$ cat config.mk
export PLATFORM = sky130hd
export DESIGN_NAME = key_schedule_ctrl
export DESIGN_NICKNAME = d
export VERILOG_FILES = /design/src/rtl/key_schedule_ctrl.sv
export SDC_FILE = /design/constraint.sdc
export NUM_CORES = 2
export LEC_CHECK = 0
export BUFFER_PORTS_ARGS = -buffer_cell sky130_fd_sc_hd__buf_4
export CORE_MARGIN = 2
export CORE_UTILIZATION = 45
export DETAILED_ROUTE_END_ITERATION = 16
export GPL_ROUTABILITY_DRIVEN = 0
export PLACE_DENSITY = 0.75
export SLEW_MARGIN = 30
export SYNTH_ARGS = -nofsm -noshare
export SYNTH_HDL_FRONTEND = slang
export SYNTH_SLANG_ARGS = --single-unit
$ cat constraint.sdc
create_clock -name clk -period 14.35 [get_ports clk]
set_clock_uncertainty 0.2 [all_clocks]
set_input_delay 0 -clock clk [delete_from_list [all_inputs] [get_ports clk]]
set_output_delay 0 -clock clk [all_outputs]
set_load 0.005 [all_outputs]
$ cat src/rtl/key_schedule_ctrl.sv
// key_schedule_ctrl: iterative AES-128 key expansion, one 32-bit word per cycle, round keys on a valid/ready stream
// Ports:
//   clk, rst          clock, synchronous active-high reset
//   start, key_in     one-cycle request to expand key_in (accepted only in IDLE)
//   busy, done        expansion in progress / one-cycle pulse after round 10 is accepted
//   rk_valid, rk_ready, rk_index, rk_data   round-key stream (index 0..10)

module sub_word (
    input  logic [31:0] a,
    output logic [31:0] y
);
    function automatic logic [7:0] gmul(input logic [7:0] p_a, input logic [7:0] p_b);
        logic [7:0] p, x;
        p = '0;
        x = p_a;
        for (int i = 0; i < 8; i++) begin
            if (p_b[i]) p = p ^ x;
            x = {x[6:0], 1'b0} ^ (x[7] ? 8'h1b : 8'h00);
        end
        return p;
    endfunction

    // multiplicative inverse as x^254 (0 maps to 0), then the AES affine transform
    function automatic logic [7:0] sbox(input logic [7:0] x);
        logic [7:0] s, r;
        s = x;
        r = 8'h01;
        for (int i = 0; i < 7; i++) begin
            s = gmul(s, s);
            r = gmul(r, s);
        end
        return r ^ {r[6:0], r[7]} ^ {r[5:0], r[7:6]} ^ {r[4:0], r[7:5]} ^ {r[3:0], r[7:4]} ^ 8'h63;
    endfunction

    always_comb y = {sbox(a[31:24]), sbox(a[23:16]), sbox(a[15:8]), sbox(a[7:0])};
endmodule

module key_schedule_ctrl (
    input  logic         clk,
    input  logic         rst,
    input  logic         start,
    input  logic [127:0] key_in,
    output logic         busy,
    output logic         done,
    output logic         rk_valid,
    input  logic         rk_ready,
    output logic [3:0]   rk_index,
    output logic [127:0] rk_data
);
    typedef enum logic [1:0] {IDLE, EMIT, CALC} state_t;
    state_t       state;
    logic [127:0] cur_key;
    logic [7:0]   rcon;
    logic [1:0]   step;
    logic [31:0]  w0, w1, w2, w3, sw;

    assign {w0, w1, w2, w3} = cur_key;
    assign rk_data = cur_key;

    sub_word u_sub (.a({w3[23:0], w3[31:24]}), .y(sw));

    always_ff @(posedge clk) begin
        if (rst) begin
            state    <= IDLE;
            cur_key  <= '0;
            rcon     <= 8'h01;
            rk_index <= '0;
            step     <= '0;
            busy     <= 1'b0;
            done     <= 1'b0;
            rk_valid <= 1'b0;
        end else begin
            done <= 1'b0;
            case (state)
                IDLE: if (start) begin
                    cur_key  <= key_in;
                    rcon     <= 8'h01;
                    rk_index <= '0;
                    busy     <= 1'b1;
                    rk_valid <= 1'b1;
                    state    <= EMIT;
                end
                EMIT: if (rk_ready) begin
                    rk_valid <= 1'b0;
                    step     <= '0;
                    if (rk_index == 4'd10) begin
                        busy  <= 1'b0;
                        done  <= 1'b1;
                        state <= IDLE;
                    end else begin
                        state <= CALC;
                    end
                end
                CALC: begin
                    step <= step + 2'd1;
                    // each step sees the word updated on the previous cycle
                    case (step)
                        2'd0: cur_key[127:96] <= w0 ^ sw ^ {rcon, 24'h0};
                        2'd1: cur_key[95:64]  <= w1 ^ w0;
                        2'd2: cur_key[63:32]  <= w2 ^ w1;
                        default: begin
                            cur_key[31:0] <= w3 ^ w2;
                            rcon          <= {rcon[6:0], 1'b0} ^ (rcon[7] ? 8'h1b : 8'h00);
                            rk_index      <= rk_index + 4'd1;
                            rk_valid      <= 1'b1;
                            state         <= EMIT;
                        end
                    endcase
                end
                default: state <= IDLE;
            endcase
        end
    end
endmodule

### Yosys cells after proc, flatten, opt, wreduce, memory -nomap -nowiden

Cells that the tools add are included.

* output and inout port bits: 135
* bits of input ports: 132
* flip-flop bits (word level): 147
* logic and storage cells: 1665

* reduce and logical (&&, ||, !) cells: 16
* $add $sub $neg: 2
* multiplexer cells: 840
* equality and inequality tests: 12
* bitwise gates (word level): 784

Operator list (number)
* $xor A8 B8 Y8: 744
* $mux W8: 422
* $mux W5: 369
* $pmux W128 S2: 1
* $xor A32 B32 Y32: 5
* $mux W128: 1
* $mux W32: 4
* $mux W7: 4
* $not A1 Y1 const A: 28
* $mux W4: 6
* $mux W6: 4
* $mux W2: 9
* $not A4 Y4: 4
* $pmux W8 S2: 1
* $reduce_and A3 Y1: 5
* $mux W3: 4
* $mux W1: 10
* $ne A2 B2 Y1 const B: 5
* $pmux W4 S2: 1
* $reduce_and A4 Y1: 2
* $xor A8 B5 Y8: 1
* $pmux W2 S3: 1
* $reduce_bool A2 Y1: 3
* $reduce_or A3 Y1: 2
* 13 further kinds: 18

### Logic depth before layout (Yosys ltp)

* word-level depth: 136
* gate-level depth with buffers: 69
* mapped depth without buffers: 58

### By module

Synthesis repeated with hierarchy kept, for this count alone.

* cell total of the unflattened synthesis: 9044
* area total of the unflattened synthesis: 66702.7 um2

By module, submodules not included
* sub_word: area each 57337.5 um2, instances 1, sequential area each 0.0 um2, cells an instance 7927
* key_schedule_ctrl: area each 9365.2 um2, instances 1, sequential area each 2942.8 um2, cells an instance 1117

### Worst setup path before layout

Ideal clock, no wire load.

* path kind: reg2reg
* from: register cur_key[16] (netlist: rk_data[16])
* to: register cur_key[120] (netlist: rk_data[120])
* period minus slack after synthesis: 15.211 ns
* path slack: -0.861 ns
* cell stages (with the launch flop): 68
* setup time: 0.134 ns
* data required time: 14.016 ns
* arrival: 14.877 ns
* path buffers: 11
* cells stage by stage: dfxtp_1 ha_1 buf_2 xor2_1 o21a_1 buf_2 xnor2_1 ha_1 xnor3_1 xnor3_1 mux2i_1 mux2i_1 xnor2_1 xor2_1 inv_2 clkbuf_1 ha_1 buf_1 [... 32 more ...] or3_1 and2_1 clkbuf_1 buf_2 o211ai_1 o32ai_1 a222oi_1 xnor2_1 o22ai_1 xnor2_1 clkbuf_1 nor2_1 xnor2_1 xnor2_1 xnor2_1 xnor3_1 nand2_1 a211oi_1

* word-level cells in the longest chain between the ends: 133
* elaborated cells between the ends (all ways): 387
* those cells by class: 198 x mux; 189 x bitwise

RTL lines
* from (decl): RTL line 52 `logic [127:0] cur_key;`
* from (signal assigned): RTL line 76 `cur_key <= key_in;`
* from (signal assigned): RTL line 102 `cur_key[31:0] <= w3 ^ w2;`
* $mux W8: RTL line 17 `if (p_b[i]) p = p ^ x;`
* $xor A8 B8 Y8: RTL line 17
* $mux W8: RTL line 17
* $xor A8 B8 Y8: RTL line 17
* $mux W8: RTL line 17
* $xor A8 B8 Y8: RTL line 17
* $mux W8: RTL line 17
* $xor A8 B8 Y8: RTL line 17
* [... 114 more ...]
* $xor A8 B8 Y8: RTL line 17
* $mux W8 *: RTL line 17
* $xor A8 B8 Y8 (3 in series): RTL line 32 `return r ^ {r[6:0], r[7]} ^ {r[5:0], r[7:6]} ^ {r[4:0], r[7:5]} ^ {r[3:0], r[7:4]} ^ 8'h63;`
* $xor A8 B8 Y8 *: RTL line 32
* $not A4 Y4 (no source line) *
* $xor A32 B32 Y32 * (2 in series): RTL line 98 `2'd0: cur_key[127:96] <= w0 ^ sw ^ {rcon, 24'h0};`
* $mux W32 *: RTL line 97 `case (step)`
* $pmux W128 S2 *: RTL line 74 `case (state)`

Every way passes the cells marked *; elsewhere a longest branch is shown, timed or not. The select of a mux whose other input is x is not followed.
A chain may end at the register's enable or synchronous reset.

### Final worst setup path

* from: register cur_key[16] (netlist: rk_data[16])
* to: register cur_key[126] (netlist: rk_data[126])

* word-level cells in the longest chain between the ends: 132
* elaborated cells between the ends (all ways): 387
* those cells by class: 198 x mux; 189 x bitwise

RTL lines (RTL line)
* $mux W8: 17
* $xor A8 B8 Y8: 17
* $mux W8: 17
* $xor A8 B8 Y8: 17
* $mux W8: 17
* $xor A8 B8 Y8: 17
* $mux W8: 17
* $xor A8 B8 Y8: 17
* [... 114 more ...]
* $mux W8 *: 17
* $xor A8 B8 Y8 or $mux W8 (tied branches): 32, 17
* $xor A8 B8 Y8 (2 in series): 32
* $xor A8 B8 Y8 *: 32
* $not A4 Y4 (no source line) *
* $xor A32 B32 Y32 * (2 in series): 98
* $mux W32 *: 97
* $pmux W128 S2 *: 74

Marks and branches as above.

==> impl_metrics.yaml <==
status:
  status: "finished, final reports clean"
critical_path:
  slowest_delay_ps: 520
  r2r-start: "rk_data[16]"
  rrSetupSlack_ps: 190
  r2r_end: "rk_data[126]"
  cp_slowest_cell: "or4_1"
  worstSetupPathType: "reg2reg"
  cp.arrival_ps: 14400
  worstPathRequired_ps: 14600
  start_kind: "flop"
  worst-r2r-cell-count: 63
  end_kind: "flop"
  critPathLaunch: "rk_data[16]"
  cp_max_fo: 8
place:
  portBuffers: 266
  place_area_sq_um: 69400
  dp_hpwl_mm: 156
  preCtsSetupSlack_ps: -584
finish:
  stdcell_area_sq_um: 77000
  drive_gt1_frac: 0.214
  nets: 9455
  area_growth_syn_to_layout_pct: 23.3
  final_util: 0.559
  fill_cells: 11700
logic_synthesis:
  synth_top_area_frac: 0.238
  yosysUniqueCellTypes: 131
  synth_most_common_cell: "xnor2_1"
  synthArstFlopShare: 0
  syn_nets: 8671
  syn_area_sq_um: 62400
  synth_warnings: 0
  synthCells: 8514
  synth_top_area_cell: "xnor2_1"
  syn_avg_cell_area_sq_um: 7.33
  synth_edf_count: 0
  yosys-top-cells-area: "xnor2_1 24%, xnor3_1 7.8%, nor2_1 7.4%"
  synth_common_cells: "1,699 x xnor2_1, 1,234 x nor2_1, 899 x nand2_1, 469 x a21oi_1, 462 x xor2_1"
  synth_seq_cells: 147
  synth_ff_type: "dfxtp_1"
  seq_area_frac_synth: 0.0471
routing:
  avgViaCountPerCell: 6.05
  dr.pass1.iters: 8
  wl_per_cell_um: 19.9
  routed_wl_mm: 221
  drc: 0
  drtAntennaViolNets: 0
  drt_iter0_drc: 8339
  via_count: 67200
timing:
  hold_violations: 0
  rsz0062_at_grt: "true"
  drv_slew: 0
  tightest_slew_ps: 1090
  fin_hold_ws_ps: 153
  maxSlewHeadroom: 0.274
  fin_ws_ps: 193
  min_period_over_period: 0.987
  setup_viol: 0
  period_needed_ps: 14160
  fmax_mhz: 70.6
floorplanning:
  die_h_um: 376
  dieArea_sq_um: 142000
  fp.dieW_um: 376
  coreArea_sq_um: 138000
  initial_core_util: 0.453
  rows: 136
  io_pins: 267
cts:
  cts_sinks: 147
  cts_tree: "yes"
  htree_levels: 4
  path_clk_slew_ps: 80
  root_buffer: "clkbuf_16"
  clkLatencyLatePin_ps: 540
  numCtsBuffers: 17
  clock_path_buffers: 2
global_routing:
  grt_pass1_wl_mm: 334
  grt_start_max_net_pins: 114
  antenna_found_initial: 9
  grt_pass1_vias: 61200
  grtUsageTotal: 0.286
  gr-total-overflow: 0
min_path:
  holdPathEnd: "rk_data[119]"
  hold_start: "key_in[119]"
  hold_class: "in2reg"
  holdPathStages: 5
flow_run:
  drv_cap: 0
-- repair_timing --
item,CTS,global route
endpoints found under the setup margin,29,32
hold buffers,199,0
resized for setup,85,423
gates cloned,0,4
hold endpoints to repair,135,0
pin swaps,16,183
buffers inserted,24,202
-- registers in the layout, summed over array words and instances, names as in the netlist --
signal    count
rk_data     128
rcon          8
rk_index      4
state         2
step          2
busy          1
done          1
rk_valid      1
-- cells by family (layout without fill, tap and decap cells) --
logic type      after synthesis  after routing  synth area share
simple gates               2979           2980             0.209
xor+xnor                   2634           2636             0.463
other cells                   0              3                 0
flops                       147            147            0.0471
compound gates             1820           1820             0.187
fa+ha+maj                    28             28           0.00549
mux                         217            217            0.0359
buf+inv                     689           1483            0.0530
-- worst max-delay path by stage --
stage,to,cells past startpoint
after floorplan,rk_data[119],60
after global placement,rk_data[120],58
after detailed placement,rk_data[120],58
after CTS,rk_data[120],60
after global routing,rk_data[125],63
final,rk_data[126],63
-- through the flow --
stage	cells	TNS, ps
finish	11100	0
global route	11100	-5150
CTS	10900	-2.22
detailed placement	10600	-6920
global placement	10600	-928
floorplan	8514	0
-- metal layers --
layer  global-route usage  vias to the layer above  wire [um]
met5                    0                        -         38
met4                0.106                        6       9410
met3               0.0654                      788      25400
met2                0.458                     4218     100000
met1                0.374                    31700      86600
li1                     -                    30600          -
-- layout make-up --
cell class	count	area [sq um]	share of cell area
diodes	3	7.51	0.0000975
clock buffers	19	443	0.00575
clock inverters	13	139	0.00180
inverters	109	409	0.00531
multi-input cells	7681	59900	0.778
flip-flops and latches	147	2950	0.0384
well taps	1794	2240	0.0292
repair buffers	1342	10900	0.142
-- critical path, delay by kind of cell (launching register included) --
family / cells / cell delay, ps
flip-flops: 1 / 360
multiplexers: 3 / 630
buffers and inverters: 10 / 1450
XOR/XNOR: 25 / 6000
adder cells (fa/ha/maj): 3 / 850
AND/OR/NAND/NOR: 9 / 1590
AO/OA/AOI/OAI: 13 / 2910
-- placed cells by master, fill, tap and decap left out, types with 139 or more instances in the layout --
cell | netlist | final
a21oi_1 | 469 | 457
buf_4 | 21 | 1097
dfxtp_1 | 147 | 139
dlygate4sd3_1 | 0 | 199
mux2i_1 | 173 | 167
nand2_1 | 899 | 895
nand3_1 | 190 | 190
nor2_1 | 1234 | 1221
nor3_1 | 184 | 176
o21ai_0 | 442 | 433
xnor2_1 | 1699 | 1480
xnor2_2 | 109 | 285
xnor3_1 | 216 | 169
xor2_1 | 462 | 398
Power is left out: the tool's default activity adds up to more than one toggle a clock period on the data nets, which glitch-free logic cannot reach.
